## src/rtl/keypad_scanner.sv

```systemverilog
// Matrix keypad scanner and debouncer for a 5-row x 4-column active-low key matrix.
// Each row is driven for SCAN_DIV cycles and the columns are sampled once at the end
// of that dwell. The first hit in scan order (lowest code) is the frame result. A new
// result must repeat for DEBOUNCE consecutive frames before it is committed. Every
// commit emits a single ready pulse. A key press, a key-to-key change and a release
// each produce one commit, and a release reports code 31.
//
// Output timing: keycode_o and pressed_o update on the EVAL->STROBE edge, and ready_o
// is registered out of STROBE. ready_o is therefore high during the first cycle of the
// following frame. This keeps keycode_o stable for one full cycle before ready_o rises.

module keypad_scanner #(
  parameter int unsigned SCAN_DIV = 50000,
  parameter int unsigned DEBOUNCE = 4
) (
  input  logic       clk_i,
  input  logic       rst_i,
  input  logic [3:0] col_n_i,
  output logic [4:0] row_n_o,
  output logic [4:0] keycode_o,
  output logic       ready_o,
  output logic       pressed_o
);

  localparam int unsigned DwellW = (SCAN_DIV > 1) ? $clog2(SCAN_DIV) : 1;
  localparam int unsigned CntW   = (DEBOUNCE > 0) ? $clog2(DEBOUNCE + 1) : 1;

  localparam logic [4:0]        KeyNone   = 5'd31;
  localparam logic [4:0]        RowNIdle  = 5'b11111;
  localparam logic [4:0]        RowNFirst = 5'b11110;
  localparam logic [2:0]        RowLast   = 3'd4;
  localparam logic [DwellW-1:0] DwellLast = DwellW'(SCAN_DIV - 1);
  localparam logic [CntW-1:0]   CntTarget = CntW'(DEBOUNCE);

  typedef enum logic [1:0] {
    StScan   = 2'd0,
    StEval   = 2'd1,
    StStrobe = 2'd2
  } state_e;

  // Column synchronizer.
  logic [3:0] col_s1_q, col_s2_q;

  // Scan and debounce state.
  state_e            state_q;
  logic [2:0]        row_q;
  logic [DwellW-1:0] dwell_q;
  logic              hit_q;
  logic [4:0]        hit_code_q;
  logic [4:0]        stable_q;
  logic [4:0]        cand_q;
  logic [CntW-1:0]   cnt_q;

  // Registered outputs.
  logic [4:0] row_n_q;
  logic [4:0] keycode_q;
  logic       ready_q;
  logic       pressed_q;

  // Decode helpers.
  logic            col_hit;
  logic [1:0]      col_idx;
  logic [4:0]      row_code;
  logic [4:0]      frame_result;
  logic [CntW-1:0] cnt_inc;
  logic            is_stable;
  logic            is_cand;
  logic            commit;
  logic [2:0]      row_next;
  logic [4:0]      row_n_next;

  // Two-flop synchronizer for the asynchronous column sense lines.
  always_ff @(posedge clk_i or posedge rst_i) begin
    if (rst_i) begin
      col_s1_q <= 4'b1111;
      col_s2_q <= 4'b1111;
    end else begin
      col_s1_q <= col_n_i;
      col_s2_q <= col_s1_q;
    end
  end

  // Lowest-numbered low column on the driven row, and its key code.
  always_comb begin
    col_hit = ~&col_s2_q;
    col_idx = 2'd3;
    if (!col_s2_q[0]) begin
      col_idx = 2'd0;
    end else if (!col_s2_q[1]) begin
      col_idx = 2'd1;
    end else if (!col_s2_q[2]) begin
      col_idx = 2'd2;
    end
    // row*4 + col
    row_code   = {row_q, col_idx};
    row_next   = row_q + 3'd1;
    row_n_next = ~(5'b00001 << row_next);
  end

  // Frame result and debounce decision, evaluated in EVAL.
  always_comb begin
    frame_result = hit_q ? hit_code_q : KeyNone;
    cnt_inc      = cnt_q + CntW'(1);
    is_stable    = (frame_result == stable_q);
    is_cand      = (frame_result == cand_q);
    commit       = 1'b0;
    if (!is_stable) begin
      if (is_cand) begin
        commit = (cnt_inc == CntTarget);
      end else begin
        commit = (DEBOUNCE == 1);
      end
    end
  end

  // Scan / evaluate / strobe sequencer with registered outputs.
  always_ff @(posedge clk_i or posedge rst_i) begin
    if (rst_i) begin
      state_q    <= StScan;
      row_q      <= '0;
      dwell_q    <= '0;
      hit_q      <= 1'b0;
      hit_code_q <= KeyNone;
      stable_q   <= KeyNone;
      cand_q     <= KeyNone;
      cnt_q      <= '0;
      row_n_q    <= RowNFirst;
      keycode_q  <= KeyNone;
      ready_q    <= 1'b0;
      pressed_q  <= 1'b0;
    end else begin
      unique case (state_q)
        StScan: begin
          ready_q <= 1'b0;
          if (dwell_q == DwellLast) begin
            dwell_q <= '0;
            // Only the first hit of the frame is kept, so the lowest code wins.
            if (!hit_q && col_hit) begin
              hit_q      <= 1'b1;
              hit_code_q <= row_code;
            end
            if (row_q == RowLast) begin
              state_q <= StEval;
              row_n_q <= RowNIdle;
            end else begin
              row_q   <= row_next;
              row_n_q <= row_n_next;
            end
          end else begin
            dwell_q <= dwell_q + DwellW'(1);
          end
        end

        StEval: begin
          row_q      <= '0;
          dwell_q    <= '0;
          hit_q      <= 1'b0;
          hit_code_q <= KeyNone;
          if (is_stable) begin
            cnt_q <= '0;
          end else if (is_cand) begin
            cnt_q <= cnt_inc;
          end else begin
            cand_q <= frame_result;
            cnt_q  <= CntW'(1);
          end
          if (commit) begin
            stable_q  <= frame_result;
            keycode_q <= frame_result;
            pressed_q <= (frame_result != KeyNone);
            cnt_q     <= '0;
            state_q   <= StStrobe;
            row_n_q   <= RowNIdle;
          end else begin
            state_q <= StScan;
            row_n_q <= RowNFirst;
          end
        end

        StStrobe: begin
          ready_q    <= 1'b1;
          state_q    <= StScan;
          row_q      <= '0;
          dwell_q    <= '0;
          hit_q      <= 1'b0;
          hit_code_q <= KeyNone;
          row_n_q    <= RowNFirst;
        end

        default: begin
          state_q <= StScan;
          row_q   <= '0;
          dwell_q <= '0;
          ready_q <= 1'b0;
          row_n_q <= RowNFirst;
        end
      endcase
    end
  end

  assign row_n_o   = row_n_q;
  assign keycode_o = keycode_q;
  assign ready_o   = ready_q;
  assign pressed_o = pressed_q;

endmodule

```

## config.mk

```make
export PLATFORM = sky130hd
export DESIGN_NAME = keypad_scanner
export DESIGN_NICKNAME = d
export VERILOG_FILES = /design/src/rtl/keypad_scanner.sv
export SDC_FILE = /design/constraint.sdc
export NUM_CORES = 1
export LEC_CHECK = 0
export CAP_MARGIN = 25
export CORE_MARGIN = 2
export CORE_UTILIZATION = 53
export DETAILED_ROUTE_END_ITERATION = 16
export HOLD_SLACK_MARGIN = 0.03
export PLACE_DENSITY = 0.72
export SLEW_MARGIN = 10
export SYNTH_ARGS = -nofsm -noshare
export SYNTH_HDL_FRONTEND = slang
export SYNTH_SLANG_ARGS = --single-unit
```

## constraint.sdc

```tcl
create_clock -name clk_i -period 4.1 [get_ports clk_i]
set_input_delay 0.82 -clock clk_i [delete_from_list [all_inputs] [get_ports clk_i]]
set_output_delay 0.82 -clock clk_i [all_outputs]
set_load 0.01 [all_outputs]
```

==> impl_metrics.toml, run 1 <==
[detailed_routing]
drt_wl_total_um = 4892
num_vias = 1873
vias_per_cell = 5.461
avgRoutedWirePerCell_um = 14.26
drt_drc_violations_left = 0
drtIter0Drc = 55
postRouteAntennaNets = 0
dr.pass1.iters = 4

[place]
io_buffers = 17
globalplace.congestion = 0.8248
placed_area_um2 = 3089
place_hpwl_um = 3424

[yosys]
syn_nets = 272
ys_seq_area_frac = 0.4917
synth_flop_cell = "dfrtp_1"
synth.distinct_cells = 55
synthTopCellsByArea = "dfstp_2 (25%), dfrtp_1 (24%), ha_1 (5.2%)"
synthCells = 254
yosys_warnings = 0
synth_most_common_cell = "nor2_1"
synth-edff-count = 0
postSynthAreaPerCell_um2 = 11.29
async_flop_share = 1.000
synth_top_area_frac = 0.2474
synthTopCellsByCount = "nor2_1 (29), dfrtp_1 (28), dfstp_2 (27)"
synth_seq_cells = 55
netlist_area_um2 = 2868
yosys.area.top_type = "dfstp_2"

[cells_and_area]
final_nets = 290
layout-drive-gt1-share = 0.2344
final_util = 0.6239
n_antenna_cell = 0
final_area_um2 = 3227
syn_to_final_growth_pct = 12.52

[timing]
fmax_mhz = 416.7
slew_viol_final = 0
period_minus_slack_ns = 2.400
timing.hold.ws_ns = 0.3611
hold_viol_final = 0
relSlewSlack = 0.4788
finalSetupViolCount = 0
worst_slew_pin_slew_ns = 0.7799
setup_tns_ns = 0
rsz0062_at_grt = "no"
finalCritPeriodShare = 0.5853
finalClockSkew_ns = 0.006506

[grt]
gr-total-overflow = 0
grt_pass1_vias = 1819
grt_pass1_wl_um = 8583
grt_use_total = 0.1785
antenna_found_initial = 0
grt_max_degree = 51

[setup_path]
arrival_ns = 2.57
critPathLaunchType = "flip-flop"
path_max_fanout = 25
cp.required_ns = 4.27
cp-end-kind = "flip-flop"
path_class = "flip-flop to flip-flop"

[pwr]
leakage_nw = 1.400
pwr-share-comb = 0.020
ir_drop_v = 0.0001629
power_density_nw_per_um2 = 291.1
swShare = 0.1959
p_sw_uw = 184.0
seqPwrFrac = 0.588
internal_power_uw = 755.3
pwr-share-clk = 0.393

[die]
fp.coreArea_um2 = 5172
io_pins = 18
die_x_um = 77.56
initial_core_util = 0.5544
core.rowCount = 26
die-area_um2 = 6016
die_y_um = 77.56

[clock_network]
numClockSinks = 55
postCtsSetupBuffers = 0
worstSkewPairLatency_ns = 0.30
cts_tree = "done"
clk_pin_slew_ns = 0.09
cts-root-buf = "clkbuf_8"
htreeDepth = 2
cts_made_buffers = 5
hold_buffers = 0
post_cts_resized = 0
clk_path_buf_depth = 2

[hold_path]
hp-class = "flip-flop to flip-flop"

[run_status]
status = "complete, no violations"

[job]
drv_cap = 0
[registers in the layout, indices dropped and copies added, names as in the netlist]
signal / flops
ready_o: 1
cand_q: 5
cnt_q: 3
row_q: 3
state_q: 2
col_s2_q: 4
hit_q: 1
hit_code_q: 5
col_s1_q: 4
row_n_o: 5
dwell_q: 16
pressed_o: 1
keycode_o: 5
[placed cells by master, fill, tap and decap left out, types with 4 or more instances in the layout]
cell type,n
clkdlybuf4s50_1,17
a21oi_1,4
ha_1,12
mux2_4,4
nor2_1,29
xor2_1,16
o21ai_0,6
and3_1,6
nand2_1,14
clkbuf_8,6
nand3_1,9
dfstp_2,27
mux2_2,7
dfrtp_1,28
nand2b_1,4
inv_1,12
o31ai_1,4
xnor2_1,6
nand4_1,5
[cells by family (layout without fill, tap and decap cells)]
logic type | after synthesis | count (layout) | synth area share
AO/OA/AOI/OAI | 35 | 35 | 0.1108
XOR/XNOR | 22 | 22 | 0.06719
adder cells (fa/ha/maj) | 12 | 12 | 0.05235
buffers and inverters | 21 | 40 | 0.03228
flip-flops | 55 | 55 | 0.4917
multiplexers | 14 | 14 | 0.05890
AND/OR/NAND/NOR | 95 | 95 | 0.1867
[layout make-up]
class / instances / area [um2]
Inverter: 13 / 48.80
Clock buffer: 6 / 82.58
Clock inverter: 2 / 35.03
Tap cell: 70 / 87.58
Sequential cell: 55 / 1410
Fill cell: 417 / 1946
Multi-Input combinational cell: 178 / 1365
Timing Repair Buffer: 19 / 197.7
[per-stage QoR]
| step | power [mW] | worst slack (ns) | instances |
|---|---|---|---|
| after floorplan | 0.5694 | 1.982 | 254 |
| after global placement | 0.5783 | 1.836 | 334 |
| after detailed placement | 0.5788 | 1.718 | 334 |
| after CTS | 0.9512 | 1.690 | 342 |
| after global routing | 0.9758 | 1.423 | 343 |
| final | 0.9394 | 1.700 | 343 |
[routing by layer]
layer	wire [um]	global-route usage
met5	0	0
met4	46	0.05536
met3	114	0.03256
met2	2084	0.2652
met1	2645	0.2661
[power by group through the flow]
stage / logic (mW) / registers (mW) / clock network (mW)
2_1_floorplan: 0.00841 / 0.561 / 0
3_3_place_gp: 0.0170 / 0.561 / 0
3_5_place_dp: 0.0173 / 0.562 / 0
5_1_grt: 0.0215 / 0.553 / 0.402
4_1_cts: 0.0172 / 0.552 / 0.382
6_report: 0.0186 / 0.552 / 0.369
[critical path: stages (launching register included)]
cell	delay [ns]
dfrtp_1	0.44
ha_1	0.28
and3_1	0.25
nand4_1	0.28
nand2_1	0.70
nand2_1	0.16
mux2i_1	0.16
[worst paths after layout]
path | end | depth (start not counted) | from | slack (ns)
max | state_q[1] | 6 | dwell_q[0] | 1.70
min | col_s2_q[3] | 0 | col_s1_q[3] | 0.36
max reg2reg | state_q[1] | 6 | dwell_q[0] | 1.70
min reg2reg | col_s2_q[3] | 0 | col_s1_q[3] | 0.36
max in group asynchronous | hit_code_q[0] | 4 | rst_i | 2.62
min in group asynchronous | dwell_q[13] | 2 | rst_i | 0.76
Note: power is estimated with default switching activity, not from simulation.
==> run 2, diff against run 1 <==
--- a/config.mk
+++ b/config.mk
@@ -10,7 +10,7 @@
 export CORE_UTILIZATION = 53
 export DETAILED_ROUTE_END_ITERATION = 16
 export HOLD_SLACK_MARGIN = 0.03
-export PLACE_DENSITY = 0.72
+export PLACE_DENSITY = 0.75
 export SLEW_MARGIN = 10
 export SYNTH_ARGS = -nofsm -noshare
 export SYNTH_HDL_FRONTEND = slang
==> constraint.sdc (replaced) <==
create_clock -name clk_i -period 2 [get_ports clk_i]
set_input_delay 0.4 -clock clk_i [delete_from_list [all_inputs] [get_ports clk_i]]
set_output_delay 0.4 -clock clk_i [all_outputs]
set_load 0.01 [all_outputs]
==> run 2 against run 1 <==
Effect of this change:
- the run now ends with negative setup slack left
- flip-flop and latch count did not move
- clock power increased by 83%
- cell count rose by 10%
- critical path depth up 1
- register-to-register slack worse by 1.8 ns
- worst setup slack worse by 1.8 ns
- critical path type unchanged
- critical endpoint is now keycode_o[2]
==> impl_metrics.toml, run 2 (synthesis results as in run 1) <==
[timing]
fmax_mhz = 470.9
hold_viol_final = 0
timing.hold.ws_ns = 0.3600
rsz0062_at_grt = "yes"
setup_tns_ns = -0.7518
setup_ws_ns = -0.1235
period_minus_slack_ns = 2.123
slew_viol_final = 0
finalCritPeriodShare = 1.062
finalClockSkew_ns = 0.01317
finalSetupViolCount = 11
worst_slew_pin_slew_ns = 0.5374
relSlewSlack = 0.6390

[pwr]
p_sw_uw = 378.6
swShare = 0.2053
pwr-share-comb = 0.020
leakage_nw = 1.563
pwr-share-clk = 0.367
seqPwrFrac = 0.614
ir_drop_v = 0.0005505
power_density_nw_per_um2 = 516.4
finalPower_mw = 1.844
internal_power_mw = 1.466

[cells_and_area]
largest_reg_flops = 16
final_util = 0.6904
top_register = "dwell_q"
final_common_cell = "buf_4"
final_area_um2 = 3571
finalNonFillerCells = 378
syn_to_final_growth_pct = 24.52
final_cell_mix = "buf_4 (34), nor2_1 (29), dfstp_2 (27), dfrtp_1 (27), clkdlybuf4s50_1 (17)"
final_nets = 325
layout-drive-gt1-share = 0.3474
n_antenna_cell = 0

[detailed_routing]
dr.pass1.iters = 4
avgRoutedWirePerCell_um = 14.57
drt_wl_total_um = 5506
vias_per_cell = 5.354
drt_drc_violations_left = 0
num_vias = 2024
drtIter0Drc = 131
postRouteAntennaNets = 0

[clock_network]
htreeDepth = 2
numClockSinks = 55
clk_pin_slew_ns = 0.10
cts-root-buf = "clkbuf_8"
hold_buffers = 0
cts_made_buffers = 5
worstSkewPairLatency_ns = 0.31
clk_path_buf_depth = 2
cts_tree = "done"

[setup_path]
cp-end-kind = "flip-flop"
path_max_fanout = 7
r2r_cells = 7
critPathLaunchType = "flip-flop"
reg2reg_from = "hit_q"
path_class = "flip-flop to flip-flop"
arrival_ns = 2.37
cp.required_ns = 2.25
rr_endpoint = "keycode_o[2]"
r2r_slack_ns = -0.12

[grt]
grt_pass1_wl_um = 9163
use_met2 = 0.3148
gr-total-overflow = 0
busiest_layer = "met2"
grt_pass1_vias = 1968
antenna_found_initial = 0
grt_max_degree = 56
grt_use_total = 0.1931
grtUsageMet1 = 0.2632
grtUsageMet3 = 0.03953

[hold_path]
hold_depth = 0
min_to = "col_s2_q[1]"
hp-class = "flip-flop to flip-flop"
min_from = "col_s1_q[1]"

[die]
io_pins = 18
die_y_um = 77.56
die-area_um2 = 6016
die_x_um = 77.56
initial_core_util = 0.5544
fp.coreArea_um2 = 5172
core.rowCount = 26

[place]
globalplace.congestion = 0.7790
placed_area_um2 = 3352
place_ws_ns = -0.2384
io_buffers = 17
dp.cells = 365
place_hpwl_um = 3979

[run_status]
status = "finished with violations"
violations = "negative setup slack"

[job]
drv_cap = 0
run 2: changes by cell type in the layout (fill, tap and decap cells not counted), moves of 2 or more:
| cell | previous run | this run |
|---|---|---|
| o311ai_0 | 2 | 0 |
| o31ai_1 | 4 | 1 |
| o31ai_4 | 1 | 3 |
| buf_4 | 1 | 34 |
run 2: cell type report:
| class | count | area [um2] |
|---|---|---|
| Clock buffer | 7 | 97.59 |
| Clock inverter | 1 | 7.507 |
| Fill cell | 374 | 1602 |
| Inverter | 13 | 48.80 |
| Multi-Input combinational cell | 178 | 1448 |
| Sequential cell | 55 | 1411 |
| Tap cell | 70 | 87.58 |
| Timing Repair Buffer | 54 | 470.5 |
run 2: what timing repair did:
item	in CTS	in global routing
endpoints found under the hold margin	0	0
setup buffers	2	3
pin swaps	1	8
endpoints found under the setup margin	11	41
gates resized for setup	2	12
run 2: routing by layer:
metal | vias up | share of wire | wire length (um)
met3 | 5 | 0.031 | 169
met1 | 996 | 0.47 | 2596
met4 | 0 | 0.011 | 62
met5 | - | 0 | 0
li1 | 996 | - | -
met2 | 27 | 0.49 | 2677
run 2: how the worst max path moves through the flow:
stage / startpoint / endpoint / cells after the start
finish: hit_q / keycode_o[2] / 7
global route: hit_code_q[4] / keycode_o[3] / 6
detailed placement: hit_q / cand_q[0] / 6
floorplan: hit_code_q[3] / cand_q[0] / 6
CTS: cand_q[4] / cand_q[0] / 6
global placement: hit_q / cand_q[4] / 6
run 2: critical path: stages, from the launching register on:
cell and delay, ns:
dfrtp_2 0.47, buf_2 0.17, buf_4 0.15, a21o_2 0.21, a221oi_4 0.41, o311ai_4 0.19
buf_12 0.18, mux2_4 0.28
run 2: power groups by stage:
stage               Clock (mW)  Sequential (mW)  Combinational (mW)
floorplan                    0             1.15              0.0172
global placement             0             1.15              0.0379
detailed placement           0             1.15              0.0383
CTS                      0.696             1.13              0.0383
global route             0.742             1.13              0.0423
finish                   0.676             1.13              0.0364
==> run 3, diff against run 2 <==
--- a/config.mk
+++ b/config.mk
@@ -6,8 +6,10 @@
 export NUM_CORES = 1
 export LEC_CHECK = 0
 export CAP_MARGIN = 25
+export CELL_PAD_IN_SITES_DETAIL_PLACEMENT = 1
+export CELL_PAD_IN_SITES_GLOBAL_PLACEMENT = 2
 export CORE_MARGIN = 2
-export CORE_UTILIZATION = 53
+export CORE_UTILIZATION = 36
 export DETAILED_ROUTE_END_ITERATION = 16
 export HOLD_SLACK_MARGIN = 0.03
 export PLACE_DENSITY = 0.75
==> run 3 against run 2 <==
Effect of this change:
- the run still ends with negative setup slack left
- critical path type unchanged
- worst setup slack about the same
- clock skew about the same
- cell count up 8.5%
- largest power group unchanged
- non-clock buffer count unchanged
- critical path depth down 1
==> impl_metrics.toml, run 3 (synthesis results as in run 1) <==
[hold_path]
hp-class = "flip-flop to flip-flop"
hold_depth = 0

[die]
initial_core_util = 0.3711
die-area_um2 = 8696
io_pins = 18
core.rowCount = 32
die_y_um = 93.25
die_x_um = 93.25
fp.coreArea_um2 = 7727

[clock_network]
worstSkewPairLatency_ns = 0.31
htreeDepth = 2
numClockSinks = 55
clk_path_buf_depth = 2
cts_made_buffers = 5
clk_pin_slew_ns = 0.11
cts_tree = "done"
cts-root-buf = "clkbuf_8"

[grt]
grt_pass1_vias = 2136
antenna_found_initial = 0
gr-total-overflow = 0
grt_pass1_wl_um = 10650
grt_max_degree = 56
grt_use_total = 0.1561

[pwr]
ir_drop_v = 0.0002440
leakage_nw = 1.554
power_density_nw_per_um2 = 496.4
finalPower_mw = 1.801

[setup_path]
arrival_ns = 2.36
path_max_fanout = 7
cp.required_ns = 2.23
r2r_cells = 6
critPathLaunchType = "flip-flop"
path_class = "flip-flop to flip-flop"
cp-end-kind = "flip-flop"

[detailed_routing]
num_vias = 2021
postRouteAntennaNets = 0
drt_wl_total_um = 6246
drt_drc_violations_left = 0
dr.pass1.iters = 4
drtIter0Drc = 41
avgRoutedWirePerCell_um = 15.23
vias_per_cell = 4.929

[timing]
relSlewSlack = 0.6264
worst_slew_pin_slew_ns = 0.5517
period_minus_slack_ns = 2.123
hold_viol_final = 0
slew_viol_final = 0
finalCritPeriodShare = 1.062
rsz0062_at_grt = "yes"
finalClockSkew_ns = 0.01364
setup_ws_ns = -0.1232
fmax_mhz = 471.0
timing.hold.ws_ns = 0.3613
finalSetupViolCount = 7

[run_status]
status = "finished with violations"
violations = "negative setup slack"

[place]
placed_area_um2 = 3385
place_hpwl_um = 4579
io_buffers = 17
globalplace.congestion = 0.7496

[cells_and_area]
syn_to_final_growth_pct = 26.53
largest_reg_flops = 16
final_common_cell = "buf_4"
layout-drive-gt1-share = 0.3604
final_nets = 325
final_cell_mix = "buf_4 (35), nor2_1 (29), dfstp_2 (27), dfrtp_1 (27), clkdlybuf4s50_1 (17)"
top_register = "dwell_q"
n_antenna_cell = 0
final_area_um2 = 3628

[job]
drv_cap = 0
## run 3: layout make-up
class,instances,area [um2]
clock inverter,3,25.02
fill,833,4099
multi-input combinational,178,1474
clock buffer,5,68.82
sequential,55,1411
tap,102,127.6
timing repair buffer,54,473.0
inverter,13,48.80
## run 3: layer usage
metal | vias up | track usage | wire (um)
met4 | 0 | 0.03064 | 54
li1 | 994 | - | -
met5 | - | 0 | 0
met1 | 1005 | 0.2091 | 2851
met3 | 6 | 0.03143 | 95
met2 | 16 | 0.2632 | 3245
## run 3: path summary, 6_finish.rpt
| path | slack, ns | endpoint | from |
|---|---|---|---|
| worst max-delay path | -0.12 | keycode_o[1] | hit_code_q[4] |
| worst max register to register | -0.12 | keycode_o[1] | hit_code_q[4] |
| worst min-delay path | 0.36 | col_s2_q[0] | col_s1_q[0] |
| worst min register to register | 0.36 | col_s2_q[0] | col_s1_q[0] |
| max in group asynchronous | 1.24 | row_n_o[1] | rst_i |
| min in group asynchronous | 0.45 | dwell_q[1] | rst_i |
## run 3: timing repair
action	4_1_cts	5_1_grt
setup buffers	2	4
endpoints found under the hold margin	0	0
hold buffers	0	0
gates resized for setup	4	14
endpoints found under the setup margin	14	22
pin swaps	2	6
## run 3: power breakdown
part | total [mW] | switching, mW | internal [mW]
sequential | 1.13 | 0.00335 | 1.13
combinational | 0.0379 | 0.0241 | 0.0138
clock | 0.632 | 0.380 | 0.251
total | 1.80 | 0.408 | 1.39
## run 3: through the flow
stage	util	TNS, ns	setup WS (ns)	instances
6_report	0.4696	-0.5563	-0.1232	410
5_1_grt	0.4696	-1.712	-0.1977	410
4_1_cts	0.4550	-0.5876	-0.08431	406
3_5_place_dp	0.4380	-1.250	-0.1447	396
3_3_place_gp	0.4380	-0.7669	-0.09669	396
2_1_floorplan	-	0	0.01928	254
## run 3: critical path, cell delays in order (launching register included)
cell and delay [ns]:
dfstp_2 0.58, xor2_1 0.07, or3_4 0.35, a221oi_4 0.41
o311ai_4 0.18, buf_12 0.17, mux2_4 0.29
